[config.mk]
export PLATFORM = sky130hd
export DESIGN_NAME = pcs_rx_sync
export DESIGN_NICKNAME = d
export VERILOG_FILES = /design/src/rtl/pcs_rx_sync_pkg.sv /design/src/rtl/pcs_rx_sync_classify.sv /design/src/rtl/pcs_rx_sync.sv
export SDC_FILE = /design/constraint.sdc
export NUM_CORES = 1
export LEC_CHECK = 0
export ABC_AREA = 1
export CAP_MARGIN = 0
export CORE_UTILIZATION = 55
export DETAILED_ROUTE_END_ITERATION = 8
export PLACE_DENSITY = 0.73
export SYNTH_ARGS = -nofsm -noshare
export SYNTH_HDL_FRONTEND = slang
export SYNTH_SLANG_ARGS = --single-unit
[constraint.sdc]
create_clock -name GTX_CLK -period 8.3 [get_ports GTX_CLK]
set_input_delay 0.83 -clock GTX_CLK [delete_from_list [all_inputs] [get_ports GTX_CLK]]
set_output_delay 0.83 -clock GTX_CLK [all_outputs]
set_load 0.005 [all_outputs]
[src/rtl/pcs_rx_sync_pkg.sv]
// Shared 1000BASE-X receive constants: sync state encodings, comma patterns and 8b/10b sub-block tables.
package pcs_rx_sync_pkg;

  localparam int DEF_GOOD_CGS_MAX = 3;
  localparam int DEF_CNT_W        = 2;

  typedef enum logic [12:0] {
    ST_LOS  = 13'h0001,
    ST_CD1  = 13'h0002,
    ST_CD2  = 13'h0004,
    ST_CD3  = 13'h0008,
    ST_AS1  = 13'h0010,
    ST_AS2  = 13'h0020,
    ST_SA1  = 13'h0040,
    ST_SA2  = 13'h0080,
    ST_SA2A = 13'h0100,
    ST_SA3  = 13'h0200,
    ST_SA3A = 13'h0400,
    ST_SA4  = 13'h0800,
    ST_SA4A = 13'h1000
  } state_t;

  localparam logic [6:0] COMMA_POS = 7'b0011111;
  localparam logic [6:0] COMMA_NEG = 7'b1100000;
  localparam logic [9:0] CG_K28_5_NEG = 10'b0011111010;
  localparam logic [9:0] CG_D16_2_POS = 10'b1001000101;

  // abcdei sub-blocks legal when the running disparity entering the code-group is negative
  function automatic logic six_ok_neg(input logic [5:0] s);
    return s inside {6'b100111, 6'b011101, 6'b101101, 6'b110001, 6'b110101, 6'b101001,
                     6'b011001, 6'b111000, 6'b111001, 6'b100101, 6'b010101, 6'b110100,
                     6'b001101, 6'b101100, 6'b011100, 6'b010111, 6'b011011, 6'b100011,
                     6'b010011, 6'b110010, 6'b001011, 6'b101010, 6'b011010, 6'b111010,
                     6'b110011, 6'b100110, 6'b010110, 6'b110110, 6'b001110, 6'b101110,
                     6'b011110, 6'b101011, 6'b001111};
  endfunction

  function automatic logic six_ok_pos(input logic [5:0] s);
    return s inside {6'b011000, 6'b100010, 6'b010010, 6'b110001, 6'b001010, 6'b101001,
                     6'b011001, 6'b000111, 6'b000110, 6'b100101, 6'b010101, 6'b110100,
                     6'b001101, 6'b101100, 6'b011100, 6'b101000, 6'b100100, 6'b100011,
                     6'b010011, 6'b110010, 6'b001011, 6'b101010, 6'b011010, 6'b000101,
                     6'b001100, 6'b100110, 6'b010110, 6'b001001, 6'b001110, 6'b010001,
                     6'b100001, 6'b010100, 6'b110000};
  endfunction

  // Returns {valid, is_k} for a legal abcdei followed by fghj, given disparity after abcdei.
  function automatic logic [1:0] tail_check(input logic [5:0] s, input logic mid_pos,
                                            input logic [3:0] f);
    logic k28, kx, a7_data, p7, a7, plain;
    k28 = (s == 6'b001111) || (s == 6'b110000);
    kx  = s inside {6'b111010, 6'b110110, 6'b101110, 6'b011110,
                    6'b000101, 6'b001001, 6'b010001, 6'b100001};
    a7_data = mid_pos ? (s inside {6'b110100, 6'b101100, 6'b011100})
                      : (s inside {6'b100011, 6'b010011, 6'b001011});
    p7    = mid_pos ? (f == 4'b0001) : (f == 4'b1110);
    a7    = mid_pos ? (f == 4'b1000) : (f == 4'b0111);
    plain = mid_pos ? (f inside {4'b0100, 4'b1001, 4'b0101, 4'b0011, 4'b0010, 4'b1010, 4'b0110})
                    : (f inside {4'b1011, 4'b1001, 4'b0101, 4'b1100, 4'b1101, 4'b1010, 4'b0110});
    return {plain || (a7 && (k28 || kx || a7_data)) || (p7 && !k28 && !a7_data),
            k28 || (a7 && kx)};
  endfunction

endpackage

[src/rtl/pcs_rx_sync_classify.sv]
// Combinational code-group classifier: comma, valid data and cgbad, checked against both disparities.
module pcs_cg_classify
  import pcs_rx_sync_pkg::*;
(
  input  logic [9:0] cg,
  input  logic       rx_even,
  output logic       comma,
  output logic       is_d,
  output logic       cgbad
);

  logic [5:0] six;
  logic [3:0] four;
  logic [1:0] res_neg, res_pos;
  logic       valid_neg, valid_pos, valid;

  assign six  = cg[9:4];
  assign four = cg[3:0];

  assign comma = (cg[9:3] == COMMA_POS) || (cg[9:3] == COMMA_NEG);

  // Disparity after abcdei: a 4-ones block from RD- flips to RD+, a 2-ones block from RD+ flips to RD-.
  assign res_neg = tail_check(six, $countones(six) == 4, four);
  assign res_pos = tail_check(six, $countones(six) != 2, four);

  assign valid_neg = six_ok_neg(six) && res_neg[1];
  assign valid_pos = six_ok_pos(six) && res_pos[1];
  assign valid     = valid_neg || valid_pos;

  assign is_d  = (valid_neg && !res_neg[0]) || (valid_pos && !res_pos[0]);
  assign cgbad = !valid || (comma && rx_even);

endmodule

[src/rtl/pcs_rx_sync.sv]
// 1000BASE-X PCS receive synchronization: acquires comma alignment, tracks parity, flags sync.
// LOS: hunting comma | CD1..3: comma seen, expect data | AS1..2: acquiring, await odd comma
// SA1: synced | SAn: n-1 bad strikes | SAnA: counting good groups back toward SA(n-1)
module pcs_rx_sync
  import pcs_rx_sync_pkg::*;
#(
  parameter int GOOD_CGS_MAX = DEF_GOOD_CGS_MAX,
  parameter int CNT_W        = DEF_CNT_W
) (
  input  logic       GTX_CLK,
  input  logic       mr_main_reset,
  input  logic       signal_detect,
  input  logic [9:0] PUDI,
  output logic [9:0] SUDI,
  output logic       rx_even,
  output logic       code_sync_status
);

  state_t           state, state_nxt;
  logic [CNT_W-1:0] good_cgs, good_cgs_nxt;
  logic             comma, is_d, cgbad, cggood, at_max;
  logic             even_nxt, sync_nxt;

  pcs_cg_classify u_classify (
    .cg      (PUDI),
    .rx_even (rx_even),
    .comma   (comma),
    .is_d    (is_d),
    .cgbad   (cgbad)
  );

  assign cggood = !cgbad;
  assign at_max = (good_cgs == CNT_W'(GOOD_CGS_MAX));

  always_comb begin
    state_nxt = state;
    case (state)
      ST_LOS:  if (comma) state_nxt = ST_CD1;
      ST_CD1:  state_nxt = is_d ? ST_AS1 : ST_LOS;
      ST_CD2:  state_nxt = is_d ? ST_AS2 : ST_LOS;
      ST_CD3:  state_nxt = is_d ? ST_SA1 : ST_LOS;
      ST_AS1:  if (!rx_even && comma) state_nxt = ST_CD2;
               else if (cgbad)        state_nxt = ST_LOS;
      ST_AS2:  if (!rx_even && comma) state_nxt = ST_CD3;
               else if (cgbad)        state_nxt = ST_LOS;
      ST_SA1:  if (cgbad) state_nxt = ST_SA2;
      ST_SA2:  state_nxt = cggood ? ST_SA2A : ST_SA3;
      ST_SA3:  state_nxt = cggood ? ST_SA3A : ST_SA4;
      ST_SA4:  state_nxt = cggood ? ST_SA4A : ST_LOS;
      ST_SA2A: if (cgbad) state_nxt = ST_SA3;
               else if (at_max) state_nxt = ST_SA1;
      ST_SA3A: if (cgbad) state_nxt = ST_SA4;
               else if (at_max) state_nxt = ST_SA2;
      ST_SA4A: if (cgbad) state_nxt = ST_LOS;
               else if (at_max) state_nxt = ST_SA3;
      default: state_nxt = ST_LOS;
    endcase
    if (!signal_detect) state_nxt = ST_LOS;
  end

  // Every edge re-enters a state, so parity toggles even on self-loops.
  always_comb begin
    good_cgs_nxt = good_cgs;
    if (state_nxt inside {ST_SA2, ST_SA3, ST_SA4})
      good_cgs_nxt = '0;
    else if (state_nxt inside {ST_SA2A, ST_SA3A, ST_SA4A})
      good_cgs_nxt = at_max ? good_cgs : good_cgs + CNT_W'(1);
    even_nxt = (state_nxt inside {ST_CD1, ST_CD2, ST_CD3}) ? 1'b1 : !rx_even;
    sync_nxt = state_nxt inside {ST_SA1, ST_SA2, ST_SA2A, ST_SA3, ST_SA3A, ST_SA4, ST_SA4A};
  end

  always_ff @(posedge GTX_CLK) begin
    if (mr_main_reset) begin
      state            <= ST_LOS;
      good_cgs         <= '0;
      rx_even          <= 1'b0;
      code_sync_status <= 1'b0;
      SUDI             <= 10'h000;
    end else begin
      state            <= state_nxt;
      good_cgs         <= good_cgs_nxt;
      rx_even          <= even_nxt;
      code_sync_status <= sync_nxt;
      SUDI             <= PUDI;
    end
  end

endmodule

=== Word level (Yosys, flattened, before mapping) ===
Index checks and enable logic that the tools add are counted.

* Add/subtract/negate cells: 6
* Equality and inequality tests: 90
* Muxes and demuxes: 28
* Bitwise logic cells: 1
* Reductions and logical operators: 48

{| class="wikitable"
|+ Operator list
! kind !! count
|-
| $mux 13 || 13
|-
| $pmux 13 s13 || 1
|-
| $eq 6x6->1 const B || 24
|-
| $eq 6x5->1 const B || 14
|-
| $reduce_bool 33->1 || 2
|-
| $add 32x32->32 || 2
|-
| $eq 6x4->1 const B || 7
|-
| $eq 32x4->1 const B || 1
|-
| $ne 32x3->1 const B || 1
|-
| $eq 4x4->1 const B || 7
|-
| $eq 13x10->1 const B || 2
|-
| $eq 13x11->1 const B || 2
|-
| $eq 13x12->1 const B || 2
|-
| $eq 13x13->1 const B || 2
|-
| $eq 13x2->1 const B || 2
|-
| $eq 13x3->1 const B || 2
|-
| $eq 13x4->1 const B || 2
|-
| $eq 13x7->1 const B || 2
|-
| $eq 13x8->1 const B || 2
|-
| $eq 13x9->1 const B || 2
|-
| $reduce_bool 7->1 || 3
|-
| $eq 6x3->1 const B || 3
|-
| $eq 4x3->1 const B || 4
|-
| $reduce_bool 3->1 || 5
|-
| other kinds (23) || 66
|}

* Bits in registers: 27
* Bits of input ports: 13
* Output and inout bits: 12
* Logic and storage cells: 178

=== Depth between registers and ports, before layout ===
Gate-level depths: netlist of run 1.

* Depth in word-level cells: 20
* Mapped depth: 26
* Mapped depth without buffers: 25

=== Modules after synthesis ===
A second synthesis of run 1 with hierarchy kept.

* Cell total of the unflattened synthesis: 442
* Area, all modules: 2539.9 um^2

{| class="wikitable"
|+ Modules (own cells, without submodules)
! module !! instances !! cells an instance !! area each (um^2) !! seq. area each (um^2)
|-
| pcs_rx_sync || 1 || 232 || 1531.5 || 540.5
|-
| pcs_cg_classify || 1 || 210 || 1008.5 || 0.0
|}

=== Least setup slack after synthesis of run 1 ===
Ideal clock, no wire load.

* Kind: input to register
* Start: in PUDI[4]
* End: reg rx_even
* Library setup time: 109 ps
* Arrival: 3427 ps
* Data required time: 8191 ps
* Setup slack: 4764 ps
* Stages on the path: 22
* Buffers on the path: 1
* Cells stage by stage: ha_1 fa_1 ha_1 inv_1 ha_1 nand2_1 inv_1 nand2_1 nand2_1 o21ai_1 nand2_1 nand2_2 nand2_4 nand2_4 inv_2 buf_6 o21ai_2 nand2_2 a21boi_2 nand3_1 nand2_1 inv_1

* Word-level cells in the longest chain between the ends: 20
* Elaborated cells between the ends (all ways): 123
* Those cells by class: 3 x add/sub; 55 x eq/ne; 25 x mux; 40 x reduce/logical

{| class="wikitable"
|+ Ends and longest elaborated chain
! what !! line !! source
|-
| from (decl) || pcs_rx_sync.sv:13 || <nowiki>input logic [9:0] PUDI,</nowiki>
|-
| $add 1x1->2 (implied by the code) || pcs_rx_sync_classify.sv:23, pcs_rx_sync_classify.sv:24 ||
|-
| $add 32x32->32 (implied by the code) (2 in a row) || pcs_rx_sync_classify.sv:23, pcs_rx_sync_classify.sv:24 ||
|-
| $eq 32x4->1 or $ne 32x3->1 (tied branches) || pcs_rx_sync_classify.sv:23, pcs_rx_sync_classify.sv:24 ||
|-
| $mux 1 || pcs_rx_sync_pkg.sv:54 || <nowiki>a7_data = mid_pos ? (s inside {6'b110100, 6'b101100, 6'b011100})</nowiki>
|-
| $logic_or 1x1->1 || pcs_rx_sync_pkg.sv:60 || <nowiki>return {plain || (a7 && (k28 || kx || a7_data)) || (p7 && !k28 && !a7_data),</nowiki>
|-
| $logic_and 1x1->1 || pcs_rx_sync_pkg.sv:60 ||
|-
| $logic_or 1x1->1 (2 in a row) || pcs_rx_sync_pkg.sv:60 ||
|-
| $logic_and 1x1->1, on equally long branches || pcs_rx_sync_classify.sv:26, pcs_rx_sync_classify.sv:27 ||
|-
| [... 2 more ...] || -- ||
|-
| $logic_or 1x1->1 || pcs_rx_sync_classify.sv:31 || <nowiki>assign cgbad = !valid || (comma && rx_even);</nowiki>
|-
| $mux 13 || pcs_rx_sync.sv:43, pcs_rx_sync.sv:45 ||
|-
| $mux 13, on equally long branches || pcs_rx_sync.sv:44, pcs_rx_sync.sv:42 ||
|-
| $pmux 13 s13 (*) || pcs_rx_sync.sv:37 || <nowiki>case (state)</nowiki>
|-
| $mux 13 (*) || pcs_rx_sync.sv:58 || <nowiki>if (!signal_detect) state_nxt = ST_LOS;</nowiki>
|-
| $eq 13x2->1, or another cell as far along || pcs_rx_sync.sv:68 || <nowiki>even_nxt = (state_nxt inside {ST_CD1, ST_CD2, ST_CD3}) ? 1'b1 : !rx_even;</nowiki>
|-
| $reduce_bool 3->1 (*) || pcs_rx_sync.sv:68 ||
|-
| $mux 1 (*) || pcs_rx_sync.sv:68 ||
|-
| to (signal assigned) || pcs_rx_sync.sv:82 || <nowiki>rx_even <= even_nxt;</nowiki>
|-
| to (decl) || pcs_rx_sync.sv:15 || <nowiki>output logic rx_even,</nowiki>
|}

Mark *: on every way between the ends. The rest lies on a longest branch, timed or not.
A chain may end at the register's enable or synchronous reset.

=== Final worst setup path of run 1 ===
* Start: in PUDI[4]
* End: reg code_sync_status

* Word-level cells in the longest chain between the ends: 19
* Elaborated cells between the ends (all ways): 126
* Those cells by class: 3 x add/sub; 59 x eq/ne; 24 x mux; 40 x reduce/logical

{| class="wikitable"
|+ Ends and longest elaborated chain
! what !! line !! source
|-
| $add 1x1->2 (implied by the code) || pcs_rx_sync_classify.sv:23, pcs_rx_sync_classify.sv:24 ||
|-
| $add 32x32->32 (implied by the code) (2 in a row) || pcs_rx_sync_classify.sv:23, pcs_rx_sync_classify.sv:24 ||
|-
| $eq 32x4->1 or $ne 32x3->1 (tied branches) || pcs_rx_sync_classify.sv:23, pcs_rx_sync_classify.sv:24 ||
|-
| $mux 1 || pcs_rx_sync_pkg.sv:54 ||
|-
| $logic_or 1x1->1 || pcs_rx_sync_pkg.sv:60 ||
|-
| $logic_and 1x1->1 || pcs_rx_sync_pkg.sv:60 ||
|-
| $logic_or 1x1->1 (2 in a row) || pcs_rx_sync_pkg.sv:60 ||
|-
| $logic_and 1x1->1, on equally long branches || pcs_rx_sync_classify.sv:26, pcs_rx_sync_classify.sv:27 ||
|-
| $logic_or 1x1->1 || pcs_rx_sync_classify.sv:28 || <nowiki>assign valid = valid_neg || valid_pos;</nowiki>
|-
| $logic_not 1->1 || pcs_rx_sync_classify.sv:31 ||
|-
| $logic_or 1x1->1 || pcs_rx_sync_classify.sv:31 ||
|-
| $mux 13 || pcs_rx_sync.sv:43, pcs_rx_sync.sv:45 ||
|-
| $mux 13, on equally long branches || pcs_rx_sync.sv:44, pcs_rx_sync.sv:42 ||
|-
| $pmux 13 s13 (*) || pcs_rx_sync.sv:37 ||
|-
| $mux 13 (*) || pcs_rx_sync.sv:58 ||
|-
| $eq 13x7->1, or another cell as far along || pcs_rx_sync.sv:69 || <nowiki>sync_nxt = state_nxt inside {ST_SA1, ST_SA2, ST_SA2A, ST_SA3, ST_SA3A, ST_SA4, ST_SA4A};</nowiki>
|-
| $reduce_bool 7->1 (*) || pcs_rx_sync.sv:69 ||
|-
| to (signal assigned) || pcs_rx_sync.sv:83 || <nowiki>code_sync_status <= sync_nxt;</nowiki>
|-
| to (decl) || pcs_rx_sync.sv:16 || <nowiki>output logic code_sync_status</nowiki>
|}

Marks and branches as above.

==> flow_summary.yaml, run 1 <==
die:
  placementRows: 24
  die_w_um: 71.3
  core_um2: 4470
  io_pins: 25
  die_y_um: 71.3
  start_util: 0.590
  die_area_um2: 5080
synth:
  netlist_area_um2: 2640
  postSynthCellCount: 434
  ys_top_cells_by_area: "dfxtp_1 20%, nand2_1 14%, nand3_1 9.3%, nor2_1 7.8%, ha_1 7.6%"
  synth_seq_area_share: 0.205
  synth_most_common_cell: "nand2_1"
  ys_top_cells_by_count: "101 x nand2_1, 55 x nor2_1, 50 x inv_1"
  ys_ff_latch: 27
  async_reset_ff_frac: 0
  syn-num-nets: 465
  synth_top_area_frac: 0.205
  yosysUniqueCellTypes: 35
  ys.flop_type: "dfxtp_1"
  yosys_warnings: 0
  synth_area_leader_cell: "dfxtp_1"
  synth_edf_count: 0
  synth_area_per_cell_um2: 6.08
worst_setup_path:
  start_kind: "primary input"
  critPathKind: "primary input to flip-flop"
  path_max_fanout: 11
  end_kind: "flip-flop"
  crit-reg2reg-launch: "state[7]"
  crit_required_ns: 8.46
  arrival_ns: 4.44
  critPathLaunch: "PUDI[4]"
layout:
  num_antenna_cells: 0
  fillers: 435
  fin_nets: 488
  fin_util: 0.662
  area.growth.synth_to_final_pct: 12.2
  layout-drive-gt1-share: 0.101
clocking:
  cts-htree-levels: 1
  cts_resized: 0
  clock-sinks: 27
  cts-root-buf: "clkbuf_8"
  clk-insertion-delay-late_ns: 0.27
  post_cts.repair.setup_buffers: 0
  cts_hold_buffers: 0
  cts_tree: "done"
  cts_max_path_buffers: 2
  numCtsBuffers: 3
  path_clk_slew_ns: 0.09
placement:
  finalWeightedCongestion: 0.987
  dpl.hpwl_mm: 5.44
  numPortBuffers: 24
routing:
  wl_per_cell_um: 13.6
  wl_met1_mm: 3.27
  drt_iter0_markers: 273
  finalWirelength_mm: 6.91
  dr.pass1.iters: 5
  dr_wl_met3_um: 300
  topRoutingLayerUsed: "met4"
  wl_met2_mm: 3.16
  num_vias: 2872
  drtAntennaViolNets: 0
  drc_errors: 0
  vias_per_cell: 5.65
timing:
  hold_viol: 0
  setup_violations: 0
  rsz0062_at_grt: "no"
  tightest_slew_ns: 0.477
  finClkSkew_ns: 0.00374
  post-route-period-util: 0.516
  slew_violations: 0
  setup-tns-final_ns: 0
  min_period_ns: 4.28
  maxSlewHeadroom: 0.679
  max_freq_mhz: 234
min_path:
  min_from: "good_cgs[1]"
  hold_path_class: "flip-flop to flip-flop"
power:
  powerDensity_nw_per_um2: 112
  p_leak_nw: 1.44
  peakVddDrop_mv: 0.0633
global_route:
  grt_max_degree: 26
  grt_pass1_vias: 2583
  grt_pass1_wl_mm: 11.6
  grt_overflow_total: 0
  grt_usage: 0.281
  antenna_found_initial: 0
run:
  drv_cap: 0
outcome:
  status: "complete, no violations"
-- metrics by stage --
step                      hold WS, ns  total power [W]  instance area [µm²]  cells  setup WS, ns
after global placement          0.456         0.000256                 2910    504          3.94
after CTS                       0.474         0.000333                 2960    508          4.07
after floorplan                 0.441         0.000227                 2640    434          4.76
after global routing            0.499         0.000355                 2960    508          3.74
final                           0.471         0.000332                 2960    508          4.02
after detailed placement        0.461         0.000258                 2910    504          3.79
-- sequential cells by signal (all words and copies together), names as in the netlist --
name	cells
state	13
code_sync_status	1
good_cgs	2
SUDI	10
rx_even	1
-- worst max-delay path: stages --
cell	delay, ns
clkdlybuf4s50_1	0.56
inv_1	0.12
ha_1	0.35
fa_1	0.44
ha_1	0.21
inv_1	0.06
ha_1	0.21
nand2_1	0.13
inv_1	0.11
o21ai_0	0.23
o21ai_1	0.10
nand2_1	0.10
nand2_2	0.07
nand2_4	0.09
nand2_4	0.08
inv_2	0.21
nand2_1	0.10
nand2_1	0.07
nand3_1	0.11
nor2b_1	0.16
nand3_1	0.07
nor2_1	0.04
-- where the power goes --
part | switching, W | total [W] | internal (W)
Sequential | 0.00000153 | 0.000135 | 0.000133
Combinational | 0.0000801 | 0.000123 | 0.0000427
Clock | 0.0000408 | 0.0000745 | 0.0000337
-- final timing paths --
path                      endpoint  cells after the start  slack (ns)
setup / recovery  code_sync_status                     22        4.02
hold / removal         good_cgs[1]                      2        0.47
setup reg to reg  code_sync_status                     13        5.97
hold reg to reg        good_cgs[1]                      2        0.47
-- layer usage --
layer,up-vias,global-route usage
met5,-,0
met4,0,0.127
met3,15,0.0141
met2,96,0.454
met1,1291,0.390
li1,1470,-
-- kinds of logic after synthesis --
logic type / synth area share
compound gates: 0.0920
fa+ha+maj: 0.0910
buf+inv: 0.101
flops: 0.205
simple gates: 0.511
-- cells in the final DEF (no fill, tap or decap), types with 2 or more instances in the layout --
cell and instances:
o211ai_1 2, inv_1 50, a211oi_1 2, clkbuf_8 3, nor2_4 3, o21ai_1 6, nand2_4 4, a21oi_1 13
clkinv_2 2, o21ai_2 2, nor4_1 10, clkdlybuf4s50_1 24, ha_1 16, nand2_1 101, nand3_2 6, fa_1 2
nand4_1 14, nand2_2 8, inv_2 10, o21ai_0 15, nor3_1 16, nor2_2 4, dfxtp_1 27, nand3b_1 3
nand3_1 49, nor2_1 55
-- layout make-up --
type / instances / area, µm² / share of cell area
Tap cell: 52 / 65.1 / 0.0220
Sequential cell: 27 / 541 / 0.183
Clock buffer: 3 / 41.3 / 0.0139
Inverter: 61 / 230 / 0.0778
Timing Repair Buffer: 25 / 248 / 0.0837
Multi-Input combinational cell: 339 / 1830 / 0.618
Clock inverter: 1 / 5.00 / 0.00169
(Power assumes the default switching activity.)
==> run 2, diff against run 1 <==
Settings changed: CORE_UTILIZATION 55 to 53, PLACE_DENSITY 0.73 to 0.74.
Clock period 8.3 ns to 3.75 ns, I/O delays scaled along.
==> flow_summary.yaml, run 2 (same netlist as run 1, synthesis figures left out) <==
layout:
  layout-drive-gt1-share: 0.130
  final_cell_mix: "101 x nand2_1, 55 x nor2_1, 50 x inv_1, 49 x nand3_1, 27 x dfxtp_1"
  reg_top3: "state (13), SUDI (10), good_cgs (2)"
  num_antenna_cells: 0
  fin_nets: 503
  mostFrequentLayoutCell: "nand2_1"
  largest_register_ffs: 13
  area.growth.synth_to_final_pct: 17.3
  top_register: "state"
  final_cell_area_um2: 3090
die:
  die_y_um: 72.6
  die_w_um: 72.6
  die_area_um2: 5260
  start_util: 0.555
  core_um2: 4750
  io_pins: 25
  placementRows: 25
worst_setup_path:
  arrival_ns: 3.61
  reg2reg_slack_ns: 1.40
  start_kind: "primary input"
  path_max_fanout: 9
  cp_slowest_stage_delay_ns: 0.50
  crit_required_ns: 3.88
  crit-reg2reg-launch: "state[0]"
  cp_common_cell: "nand2_1"
  worstSetupEndpoint: "code_sync_status"
  critPathKind: "primary input to flip-flop"
  end_kind: "flip-flop"
  rr_endpoint: "code_sync_status"
  critPathLaunch: "PUDI[4]"
  slowest_stage: "clkdlybuf4s50_1"
  ff2ff_path_depth: 13
global_route:
  globalRouteMet2Util: 0.502
  grt_pass1_vias: 2609
  grt.busiest_layer: "met2"
  grt_usage: 0.274
  antenna_found_initial: 0
  grt_pass1_wl_mm: 11.4
  grt_util_met1: 0.323
  use_met3: 0.0264
  grt_overflow_total: 0
  grt_max_degree: 26
clocking:
  clock-sinks: 27
  cts_max_path_buffers: 2
  cts_hold_buffers: 0
  cts_tree: "done"
  path_clk_slew_ns: 0.10
  numCtsBuffers: 3
  cts-htree-levels: 1
  cts-root-buf: "clkbuf_8"
  clk-insertion-delay-late_ns: 0.27
timing:
  post-route-period-util: 0.927
  min_period_ns: 3.48
  hold_viol: 0
  hold_slack_ns: 0.469
  tightest_slew_ns: 0.863
  rsz0062_at_grt: "no"
  max_freq_mhz: 288
  slew_violations: 0
  maxSlewHeadroom: 0.423
  setup_violations: 0
  timing.final.ws_setup_ns: 0.273
  finClkSkew_ns: 0.00239
placement:
  place_ws_ns: -0.0319
  dpl.hpwl_mm: 5.64
  finalWeightedCongestion: 0.920
  numPortBuffers: 24
  dpl-instance-area_um2: 3050
routing:
  dr.pass1.iters: 5
  vias_per_cell: 5.40
  num_vias: 2906
  drt_iter0_markers: 267
  drtAntennaViolNets: 0
  wl_per_cell_um: 12.7
  finalWirelength_mm: 6.83
  drc_errors: 0
run:
  drv_cap: 0
power:
  p_leak_nw: 1.51
  powerDensity_nw_per_um2: 247
  peakVddDrop_mv: 0.187
outcome:
  status: "complete, no violations"
min_path:
  hold_path_class: "flip-flop to flip-flop"
[run 2: routing by layer]
layer,share of wire,wire [µm]
met4,0.030,206
met1,0.42,2850
met5,0,0
met2,0.50,3430
met3,0.050,344
[run 2: worst max-delay path, delay by kind of cell]
kind | cells | cell delay, ns
and+or+nand+nor | 16 | 1.28
adders and majority gates | 4 | 1.07
buffers and inverters | 5 | 0.92
[run 2: how the worst min path moves through the flow]
stage	slack [ns]	startpoint	endpoint	depth (start not counted)
4_1_cts	0.47	good_cgs[1]	good_cgs[1]	2
3_3_place_gp	0.46	good_cgs[1]	good_cgs[1]	2
6_report	0.47	good_cgs[1]	good_cgs[1]	2
5_1_grt	0.49	good_cgs[1]	good_cgs[1]	2
3_5_place_dp	0.46	good_cgs[1]	good_cgs[1]	2
2_1_floorplan	0.44	good_cgs[1]	good_cgs[1]	2
[run 2: timing repair]
item / CTS / global route
setup buffers: 0 / 0
endpoints found under the hold margin: 0 / 0
endpoints found under the setup margin: 0 / 1
resized for setup: 0 / 1
[run 2: power breakdown]
part | total, W | leakage (nW) | switching [W] | internal (W)
logic | 0.000296 | 1.27 | 0.000178 | 0.000118
clock network | 0.000170 | 0.0217 | 0.0000945 | 0.0000755
registers | 0.000299 | 0.221 | 0.00000372 | 0.000295
[run 2: cell type report]
type / instances / area [µm²]
multi-input combinational: 339 / 1830
fill: 471 / 1660
sequential: 27 / 541
timing repair buffer: 40 / 360
inverter: 61 / 230
tap: 67 / 83.8
clock buffer: 3 / 41.3
clock inverter: 1 / 7.51
[run 2: per-stage QoR]
step                      total power, W  instances  utilization  setup TNS [ns]
after floorplan                 0.000502        434            -               0
after global placement          0.000596        534        0.641               0
after detailed placement        0.000598        534        0.641         -0.0319
after CTS                       0.000768        538        0.651               0
after global routing            0.000814        538        0.651               0
final                           0.000765        538        0.651               0
==> run 3, diff against run 2 <==
Settings changed: CORE_UTILIZATION 53 to 54, CTS_BUF_LIST from default to sky130_fd_sc_hd__clkbuf_4, PLACE_DENSITY 0.74 to 0.75.
==> flow_summary.yaml, run 3 (same netlist as run 1, synthesis figures left out) <==
power:
  seq_power_share: 0.414
  power.share.clock: 0.174
  switching_power_w: 0.000269
  swShare: 0.372
  peakVddDrop_mv: 0.131
  comb_power_share: 0.412
  p_leak_nw: 1.52
  internal-power_w: 0.000454
  powerDensity_nw_per_um2: 234
  total_power_w: 0.000723
global_route:
  antenna_found_initial: 0
  grt_usage: 0.281
  grt_max_degree: 26
  grt_pass1_vias: 2675
  grt_pass1_wl_mm: 11.6
  grt_overflow_total: 0
layout:
  area.growth.synth_to_final_pct: 17.4
  layout-drive-gt1-share: 0.135
  reg_top3: "state (13), SUDI (10), good_cgs (2)"
  fin_nets: 505
  largest_register_ffs: 13
  fillers: 481
  mostFrequentLayoutCell: "nand2_1"
  fin_util: 0.656
  top_register: "state"
  final_cell_mix: "101 x nand2_1, 54 x nor2_1, 50 x inv_1, 49 x nand3_1, 27 x dfxtp_1"
  num_antenna_cells: 0
routing:
  finalWirelength_mm: 6.76
  dr.pass1.iters: 7
  drt_iter0_markers: 216
  wl_per_cell_um: 12.5
  vias_per_cell: 5.38
  num_vias: 2905
  drc_errors: 2
  drtAntennaViolNets: 0
worst_setup_path:
  path_max_fanout: 9
  crit_path_cell_trace: "clkdlybuf4s50_1 > inv_1 > ha_1 > fa_1 > ha_1 > inv_1 > ha_1 > nand2_1 > nor2_4 > inv_1 > nand2_1 > nand2_1 > o21ai_1 > nand2_1 > nand2_2 > nand2_4 > nand2_4 > inv_2 > buf_4 > nand3_2 > nand2_1 > o21ai_0 > nand3_1 > a21oi_1"
  cp_slowest_stage_delay_ns: 0.50
  cp_common_cell: "nand2_1"
  critPathKind: "primary input to flip-flop"
  crit_required_ns: 4.03
  arrival_ns: 3.66
  end_kind: "flip-flop"
  slowest_stage: "clkdlybuf4s50_1"
  start_kind: "primary input"
die:
  io_pins: 25
  die_w_um: 71.9
  die_y_um: 71.9
  die_area_um2: 5170
  core_um2: 4720
  start_util: 0.559
  placementRows: 25
placement:
  dpl.hpwl_mm: 5.52
  numPortBuffers: 24
  finalWeightedCongestion: 0.910
  place_ws_ns: -0.0239
clocking:
  cts-root-buf: "clkbuf_4"
  cts_tree: "done"
  path_clk_slew_ns: 0.14
  clock-sinks: 27
  numCtsBuffers: 3
  clk-insertion-delay-late_ns: 0.33
  cts-htree-levels: 1
  cts_hold_buffers: 0
  cts_max_path_buffers: 2
timing:
  slew_violations: 0
  finClkSkew_ns: 0.00417
  maxSlewHeadroom: 0.396
  rsz0062_at_grt: "no"
  tightest_slew_ns: 0.903
  hold_viol: 0
  timing.final.ws_setup_ns: 0.362
  hold_slack_ns: 0.466
  min_period_ns: 3.39
  setup_violations: 0
  post-route-period-util: 0.903
  max_freq_mhz: 295
run:
  drv_cap: 0
outcome:
  failed_checks: "design-rule violations"
  status: "finished with violations"
min_path:
  hold_path_class: "primary input to flip-flop"
## run 3: cell types whose count changed in the layout (fill, tap and decap cells not counted), sizes merged
cell,change
clkinvlp,-1
buf,+2
dlymetal6s2s,+1
clkdlybuf4s50,-1
clkinv,+1
## run 3: area by class of cell
cell class                      count  area [µm²]  area share
Multi-Input combinational cell    339        1840       0.593
Sequential cell                    27         541       0.174
Timing Repair Buffer               42         378       0.122
Inverter                           61         230      0.0743
Tap cell                           67        83.8      0.0271
Clock buffer                        3        22.5     0.00727
Clock inverter                      1        5.00     0.00162
## run 3: routing by layer
layer,vias to the layer above,track usage,part of all wire
met5,-,0,0
met4,0,0.111,0.026
met3,13,0.0167,0.024
met2,69,0.508,0.50
met1,1315,0.348,0.45
li1,1508,-,-
## run 3: through the flow
step           cells  TNS (ns)  area [µm²]
3_5_place_dp     536   -0.0500        3060
6_report         540         0        3100
3_3_place_gp     536         0        3060
5_1_grt          540         0        3100
4_1_cts          540         0        3090
2_1_floorplan    434         0        2640
## run 3: what timing repair did
action                     in CTS  in global routing
resized for setup               0                  3
setup endpoints to repair       0                  3
setup buffers                   0                  0
## run 3: power by group through the flow
stage               combinational (W)  sequential (W)  clock, W
detailed placement           0.000292        0.000306         0
global route                 0.000336        0.000301  0.000145
finish                       0.000298        0.000299  0.000126
global placement             0.000289        0.000305         0
CTS                          0.000293        0.000299  0.000132
floorplan                    0.000196        0.000306         0
## run 3: final timing paths
check / startpoint / endpoint / slack, ns / cells after the start
worst max register to register: state[11] / code_sync_status / 1.38 / 13
worst min-delay path: PUDI[6] / SUDI[6] / 0.47 / 4
worst min register to register: good_cgs[1] / good_cgs[1] / 0.48 / 2
worst max-delay path: PUDI[4] / good_cgs[1] / 0.36 / 24
## run 3: critical path, delay by kind of cell
kind / cells / cell delay [ns]
buffers and inverters: 6 / 0.97
and+or+nand+nor: 11 / 0.84
adders and majority gates: 4 / 1.07
AOI/OAI and AO/OA: 3 / 0.39
